$ cat src/rtl/gpr_wb_ctrl.sv
// Write-back controller: buffers one ALU and one load result, arbitrates them onto
// the single GPR write port and keeps a per-register pending count for hazard checks.
module gpr_wb_ctrl #(
  parameter int REG_NUM = 32,
  parameter int ADDR_W  = 5,
  parameter int DATA_W  = 32,
  parameter int CNT_W   = 2
) (
  input  logic              clk,
  input  logic              reset,
  input  logic              iss_valid,
  input  logic [ADDR_W-1:0] iss_addr,
  output logic              iss_ready,
  input  logic              alu_valid,
  input  logic [ADDR_W-1:0] alu_addr,
  input  logic [DATA_W-1:0] alu_data,
  output logic              alu_ready,
  input  logic              mem_valid,
  input  logic [ADDR_W-1:0] mem_addr,
  input  logic [DATA_W-1:0] mem_data,
  output logic              mem_ready,
  output logic              we_,
  output logic [ADDR_W-1:0] wr_addr,
  output logic [DATA_W-1:0] wr_data,
  input  logic [ADDR_W-1:0] chk_addr_0,
  output logic              chk_busy_0,
  input  logic [ADDR_W-1:0] chk_addr_1,
  output logic              chk_busy_1
);

  localparam logic [CNT_W-1:0] CNT_MAX    = '1;
  localparam logic [1:0]       STARVE_LIM = 2'd2;

  logic [CNT_W-1:0]  r_cnt [REG_NUM];
  logic              r_alu_vld;
  logic [ADDR_W-1:0] r_alu_addr;
  logic [DATA_W-1:0] r_alu_data;
  logic              r_mem_vld;
  logic [ADDR_W-1:0] r_mem_addr;
  logic [DATA_W-1:0] r_mem_data;
  logic [1:0]        r_starve;
  logic              r_we_n;
  logic [ADDR_W-1:0] r_wr_addr;
  logic [DATA_W-1:0] r_wr_data;

  logic              w_gnt_alu;
  logic              w_gnt_mem;
  logic [ADDR_W-1:0] w_sel_addr;
  logic [DATA_W-1:0] w_sel_data;
  logic [CNT_W-1:0]  w_iss_cnt;
  logic              w_iss_fire;
  logic [REG_NUM-1:0] w_inc;
  logic [REG_NUM-1:0] w_dec;
  logic [ADDR_W-1:0] w_chk_addr [2];
  logic [CNT_W-1:0]  w_chk_cnt [2];
  logic [1:0]        w_busy;

  // MEM wins by default; ALU takes the conflict once MEM has won twice over it.
  assign w_gnt_alu  = r_alu_vld && (!r_mem_vld || r_starve == STARVE_LIM);
  assign w_gnt_mem  = r_mem_vld && !w_gnt_alu;
  assign w_sel_addr = w_gnt_mem ? r_mem_addr : r_alu_addr;
  assign w_sel_data = w_gnt_mem ? r_mem_data : r_alu_data;

  assign alu_ready = !reset && (!r_alu_vld || w_gnt_alu);
  assign mem_ready = !reset && (!r_mem_vld || w_gnt_mem);

  assign w_iss_cnt  = r_cnt[iss_addr];
  assign iss_ready  = !reset && (w_iss_cnt != CNT_MAX);
  assign w_iss_fire = iss_valid && iss_ready && (iss_addr != '0);

  assign we_     = r_we_n;
  assign wr_addr = r_wr_addr;
  assign wr_data = r_wr_data;

  genvar gi;
  generate
    for (gi = 0; gi < REG_NUM; gi++) begin : g_upd
      assign w_inc[gi] = w_iss_fire && (iss_addr == ADDR_W'(gi));
      assign w_dec[gi] = !r_we_n && (r_wr_addr == ADDR_W'(gi));
    end
  endgenerate

  assign w_chk_addr[0] = chk_addr_0;
  assign w_chk_addr[1] = chk_addr_1;

  // A count of one being written this cycle is visible through the write-through bypass.
  generate
    for (gi = 0; gi < 2; gi++) begin : g_chk
      assign w_chk_cnt[gi] = r_cnt[w_chk_addr[gi]];
      assign w_busy[gi] = (w_chk_addr[gi] != '0) && (w_chk_cnt[gi] != '0) &&
                          !(!r_we_n && (r_wr_addr == w_chk_addr[gi]) &&
                            (w_chk_cnt[gi] == CNT_W'(1)));
    end
  endgenerate

  assign chk_busy_0 = w_busy[0];
  assign chk_busy_1 = w_busy[1];

  always_ff @(posedge clk) begin
    if (reset) begin
      for (int i = 0; i < REG_NUM; i++) r_cnt[i] <= '0;
    end else begin
      for (int i = 0; i < REG_NUM; i++) begin
        if (w_inc[i] && !w_dec[i])
          r_cnt[i] <= r_cnt[i] + CNT_W'(1);
        else if (w_dec[i] && !w_inc[i] && r_cnt[i] != '0)
          r_cnt[i] <= r_cnt[i] - CNT_W'(1);
      end
    end
  end

  always_ff @(posedge clk) begin
    if (reset) begin
      r_alu_vld  <= 1'b0;
      r_alu_addr <= '0;
      r_alu_data <= '0;
      r_mem_vld  <= 1'b0;
      r_mem_addr <= '0;
      r_mem_data <= '0;
      r_starve   <= '0;
      r_we_n     <= 1'b1;
      r_wr_addr  <= '0;
      r_wr_data  <= '0;
    end else begin
      if (alu_valid && alu_ready) begin
        r_alu_vld  <= 1'b1;
        r_alu_addr <= alu_addr;
        r_alu_data <= alu_data;
      end else if (w_gnt_alu) begin
        r_alu_vld <= 1'b0;
      end

      if (mem_valid && mem_ready) begin
        r_mem_vld  <= 1'b1;
        r_mem_addr <= mem_addr;
        r_mem_data <= mem_data;
      end else if (w_gnt_mem) begin
        r_mem_vld <= 1'b0;
      end

      // Writes to r0 are dropped but leave the last address/data on the port.
      if ((w_gnt_alu || w_gnt_mem) && w_sel_addr != '0) begin
        r_we_n    <= 1'b0;
        r_wr_addr <= w_sel_addr;
        r_wr_data <= w_sel_data;
      end else begin
        r_we_n <= 1'b1;
      end

      if (w_gnt_alu)
        r_starve <= '0;
      else if (w_gnt_mem && r_alu_vld && r_starve != 2'd3)
        r_starve <= r_starve + 2'd1;
    end
  end

endmodule

$ cat config.mk
export PLATFORM = sky130hd
export DESIGN_NAME = gpr_wb_ctrl
export DESIGN_NICKNAME = d
export VERILOG_FILES = /design/src/rtl/gpr_wb_ctrl.sv
export SDC_FILE = /design/constraint.sdc
export NUM_CORES = 1
export LEC_CHECK = 0
export ABC_AREA = 1
export BUFFER_PORTS_ARGS = -buffer_cell sky130_fd_sc_hd__buf_2
export CORE_UTILIZATION = 40
export DETAILED_ROUTE_END_ITERATION = 10
export HOLD_SLACK_MARGIN = 0.08
export PLACE_DENSITY = 0.65
export SYNTH_ARGS = -nofsm -noshare
export SYNTH_HDL_FRONTEND = slang
export SYNTH_SLANG_ARGS = --single-unit
$ cat constraint.sdc
create_clock -name clk -period 3 [get_ports clk]
set_clock_uncertainty 0.15 [all_clocks]
set_input_delay 0.45 -clock clk [delete_from_list [all_inputs] [get_ports clk]]
set_output_delay 0.45 -clock clk [all_outputs]
set_load 0.02 [all_outputs]
# Word level (Yosys, flattened, before mapping)
# Memory sizes are Yosys's and may differ from the RTL's.
# Index checks and enable logic that the tools add are counted.
# op_classes
addsub	65
multipliers	0
n_div	0
n_lt_le_gt_ge	0
eq_ne	69
shifts	0
muxes	297
n_bitwise	64
n_reduce_logical	298
# op_table
operator	n
1-bit two-way mux	231
1-bit logical AND	180
5-bit equality test, second input constant	32
2-bit two-way mux	64
5-bit by 4-bit equality test with 1-bit output, second input constant	16
2-bit nonzero test	36
1-bit zero test	71
2-bit by 1-bit adder with 2-bit output, second input constant	33
1-bit OR	64
2-bit by 1-bit subtractor with 2-bit output, second input constant	32
5-bit by 3-bit equality test with 1-bit output, second input constant	8
32-bit two-way mux	1
5-bit by 2-bit equality test with 1-bit output, second input constant	4
5-bit nonzero test	4
5-bit by 1-bit equality test with 1-bit output, second input constant	2
5-bit equality test	2
5-bit zero test	2
5-bit two-way mux	1
2-bit by 1-bit equality test with 1-bit output, second input constant	2
1-bit logical OR	4
2-bit != test, second input constant	2
2-bit equality test, second input constant	1
2-bit OR reduction	1
# totals
reg_bits	116
latchBits	0
mem_bits_rw	64
rom_bits	0
input_bits	94
out_inout_bits	43
word_cells	804
n_memories	1
# memory_table
memory	depth	word_bits	read_ports	rd_ports_with_merged_regs	write_ports	line_no	text
r_cnt	32	2	35	0	32	34	logic [CNT_W-1:0] r_cnt [REG_NUM];

# Depth between registers and ports, before layout
# An unclocked memory read counts as a cell.
# depth
word_depth	14
mapped_depth	20
ltp_nobuf	17

# Worst setup path after synthesis
# No wires, ideal clock.
# synth_path
kind	in2out
startpoint	input chk_addr_0[0]
endpoint	output chk_busy_0
t_arrival_ns	1.947
setup_slack_ns	0.453
cell_stages	10
n_path_buf	2
path_cell_list	clkbuf_1 -> inv_1 -> clkbuf_1 -> a21oi_1 -> o21ai_0 -> nand3_1 -> o211ai_1 -> nand3_1 -> a21oi_1 -> o21ai_0
# synth_between
elab_chain_len	5
# synth_rtl
element	line_no	text
from (decl)	25	input logic [ADDR_W-1:0] chk_addr_0,
memory 32 x 2 bit or 5-bit equality test (tied branches)	--	
2-bit by 1-bit equality test with 1-bit output or 1-bit logical AND (tied branches)	92, 91	
1-bit logical AND	91	!(!r_we_n && (r_wr_addr == w_chk_addr[gi]) &&
1-bit zero test	91	
1-bit logical AND *	90	assign w_busy[gi] = (w_chk_addr[gi] != '0) && (w_chk_cnt[gi] != '0) &&
to (decl)	26	output logic chk_busy_0,
# Every way passes the cells marked *; elsewhere a longest branch is shown, timed or not.

# Final worst setup path
# layout_path
startpoint	input chk_addr_0[1]
endpoint	output chk_busy_0
# The elaborated chain is that of the path after synthesis.

==> results_dict.tcl <==
set metrics [dict create \
    max_cap_violations 0 \
    mostFrequentLayoutCell "nand2_1" \
    relSlewSlack_pct 37.14 \
    crit_type "input port to output pin" \
    cp.arrival_ns 2.29 \
    tightest_slew_ns 0.9418 \
    most-common-layout-cells "559 x nand2_1, 200 x o21ai_0, 145 x nor2_1" \
    finalHoldViolCount 0 \
    clkTransAtPathRegs_ns 0.08 \
    drtIter0Drc 1151 \
    cts_tree "built" \
    tns_ns 0 \
    start_kind "input port" \
    cp_slowest_cell "inv_1" \
    hold_class "input port to flop" \
    post-route-util_pct 50.35 \
    ys.flop_type "dfxtp_1" \
    dp_cells 2065 \
    grt_pass1_wl_um 57740 \
    grt_max_degree 75 \
    status "finished, final reports clean" \
    cp_cell_sequence "buf_2 > inv_1 > o21ai_0 > o211ai_1 > nand3_1 > nand3_1 > nand2_1 > nand2_1 > nand2_1 > o21ai_0 > buf_2" \
    syn_avg_cell_area_um2 6.572 \
    syn_inst 1653 \
    vias_per_cell 5.437 \
    syn_area_mm2 0.01086 \
    drive_gt1_share_pct 12.43 \
    vdd_ir_drop_max_v 0.0004041 \
    synth.distinct_cells 43 \
    ys_ff_latch 180 \
    fin_nets 1919 \
    gp_congestion 1.021 \
    area_delta_synth_final_pct 22.15 \
    worstSkewPairLatency_ns 0.44 \
    cts_max_level 4 \
    drc 0 \
    dieArea_mm2 0.02782 \
    required_ns 2.40 \
    wl_per_cell_um 16.66 \
    worstSetupEndpointType "output pin" \
    routed_wl_um 36160 \
    ys_seq_area_share_pct 39.07 \
    num_vias 11798 \
    clock_path_buffers 2 \
    ant_nets 0 \
    fp-row-count 59 \
    drv_slew 0 \
    io_pins 137 \
    drt_first_pass_iters 6 \
    diodes 0 \
    instances_no_fill 2170 \
    synth_nets 1750 \
    yosys_warnings 0 \
    post_cts_buffers 0 \
    critPathMaxFanout 15 \
    synth_edf_count 64 \
    p_per_area_mw_per_mm2 490.7 \
    start_util_pct 41.22 \
    critPathTopFamily "buffers and inverters" \
    p_total_mw 6.511 \
    rsz0062_at_grt "no" \
    io_buffers 136 \
    grtUsageTotal_pct 25.94 \
    fp.dieH_um 166.8 \
    setup_viol 0 \
    period_needed_ns 2.891 \
    max_freq_ghz 0.3459 \
    clockRootBuffer "clkbuf_16" \
    cts_num_sinks 180 \
    die_w_um 166.8 \
    max_stage_delay_ns 0.47 \
    overflow 0 \
    period_share_pct 96.35 \
    critPathBufInv 3 \
    antenna_found_initial 0 \
    core-area_mm2 0.02635 \
    crit_top_cell "nand2_1" \
    numCtsBuffers 17 \
    post-dp-hpwl_um 24420 \
    leakagePower_nw 5.727 \
    grt_pass1_vias 10964 \
    async_reset_ff_share_pct 0 \
]
-- layer usage --
| layer | vias to the layer above | track usage [%] | routed length (um) |
|---|---|---|---|
| met5 | - | 0 | 0 |
| met3 | 59 | 5.204 | 3214 |
| met4 | 0 | 9.138 | 939 |
| li1 | 5811 | - | - |
| met2 | 542 | 40.99 | 15980 |
| met1 | 5386 | 35.11 | 16030 |
-- synth_stat cells (2+ instances only) --
cell type | number | area share (%)
dfxtp_1 | 116 | 21
mux2i_1 | 2 | 0.18
o31ai_1 | 5 | 0.35
nor2_1 | 147 | 5.1
xor2_1 | 16 | 1.3
a21oi_1 | 90 | 4.1
buf_1 | 7 | 0.24
nand4_1 | 11 | 0.63
buf_2 | 13 | 0.60
inv_2 | 2 | 0.069
nand3_1 | 102 | 4.7
a31oi_1 | 33 | 1.9
nand3b_1 | 4 | 0.28
ha_1 | 3 | 0.35
clkbuf_1 | 66 | 2.3
buf_6 | 5 | 0.52
edfxtp_1 | 64 | 18
o211ai_1 | 10 | 0.69
a21boi_0 | 2 | 0.14
a211oi_1 | 4 | 0.28
o21ai_0 | 200 | 9.2
inv_1 | 112 | 3.9
nand3_2 | 10 | 0.92
nor3_1 | 40 | 1.8
nand2_1 | 559 | 19
buf_4 | 7 | 0.48
o22ai_1 | 4 | 0.23
clkinv_1 | 3 | 0.10
nor4_1 | 2 | 0.12
-- report_power, final --
| group | leakage (nW) | total [mW] | internal (mW) | switching, mW |
|---|---|---|---|---|
| Sequential | 1.61 | 2.90 | 2.73 | 0.169 |
| Clock | 0.293 | 2.34 | 1.14 | 1.20 |
| Combinational | 3.82 | 1.27 | 0.462 | 0.812 |
-- cells by family after synthesis --
kind of cell,synth area share [%]
mux,0.1843
xor+xnor,1.371
compound gates,17.68
simple gates,33.13
buf+inv,8.224
fa+ha+maj,0.3456
flops,39.07
-- registers in the layout, indices dropped and copies added (netlist names) --
signal      count
r_alu_addr      5
r_mem_vld       1
wr_addr         5
r_alu_vld       1
wr_data        32
we_             1
r_mem_data     32
r_alu_data     32
r_starve        2
r_mem_addr      5
r_cnt          64
-- worst register-to-register path, stage by stage, from the launching register on --
cell and delay (ns):
dfxtp_1 0.36, inv_1 0.06, ha_1 0.25, a21oi_4 0.30, buf_4 0.28, nand2_1 0.08, o21ai_0 0.10, nor2_1 0.07
nand4_1 0.09, o21ai_2 0.11, inv_2 0.08, buf_4 0.29, o21ai_0 0.13, a31oi_1 0.18
-- stage by stage --
stage	worst slack (ns)	instance area [um2]	hold slack (ns)
6_report	0.1094	13270	0.08722
3_3_place_gp	0.2410	11930	0.3102
3_5_place_dp	0.1935	11930	0.3114
4_1_cts	0.1934	13250	0.08074
2_1_floorplan	0.4528	10860	0.2898
5_1_grt	0.02395	13270	0.1183
-- area by class of cell --
type,count,area [um2]
clock buffer,18,429.2
clock inverter,14,182.7
fill,2560,13090
inverter,118,447.9
multi-input combinational,1258,5747
sequential,180,4245
tap,335,419.2
timing repair buffer,247,1798
-- timing repair --
action                                 CTS  global route
hold buffers                            71             1
endpoints found under the hold margin   71             1
gates resized for setup                  0             2
setup endpoints to repair                0             3
-- path summary, 6_finish.rpt --
check / startpoint / endpoint / slack (ns) / cells after the start
setup / recovery: chk_addr_0[1] / chk_busy_0 / 0.11 / 11
setup reg to reg: r_starve[0]$_SDFFE_PP0P_ / wr_data[31]$_SDFFE_PP0P_ / 0.40 / 13
hold reg to reg: r_mem_addr[1]$_SDFFE_PP0P_ / r_mem_addr[1]$_SDFFE_PP0P_ / 0.32 / 2
hold / removal: alu_data[3] / r_alu_data[3]$_SDFFE_PP0P_ / 0.09 / 3
Note: power is estimated with default switching activity, not from simulation.
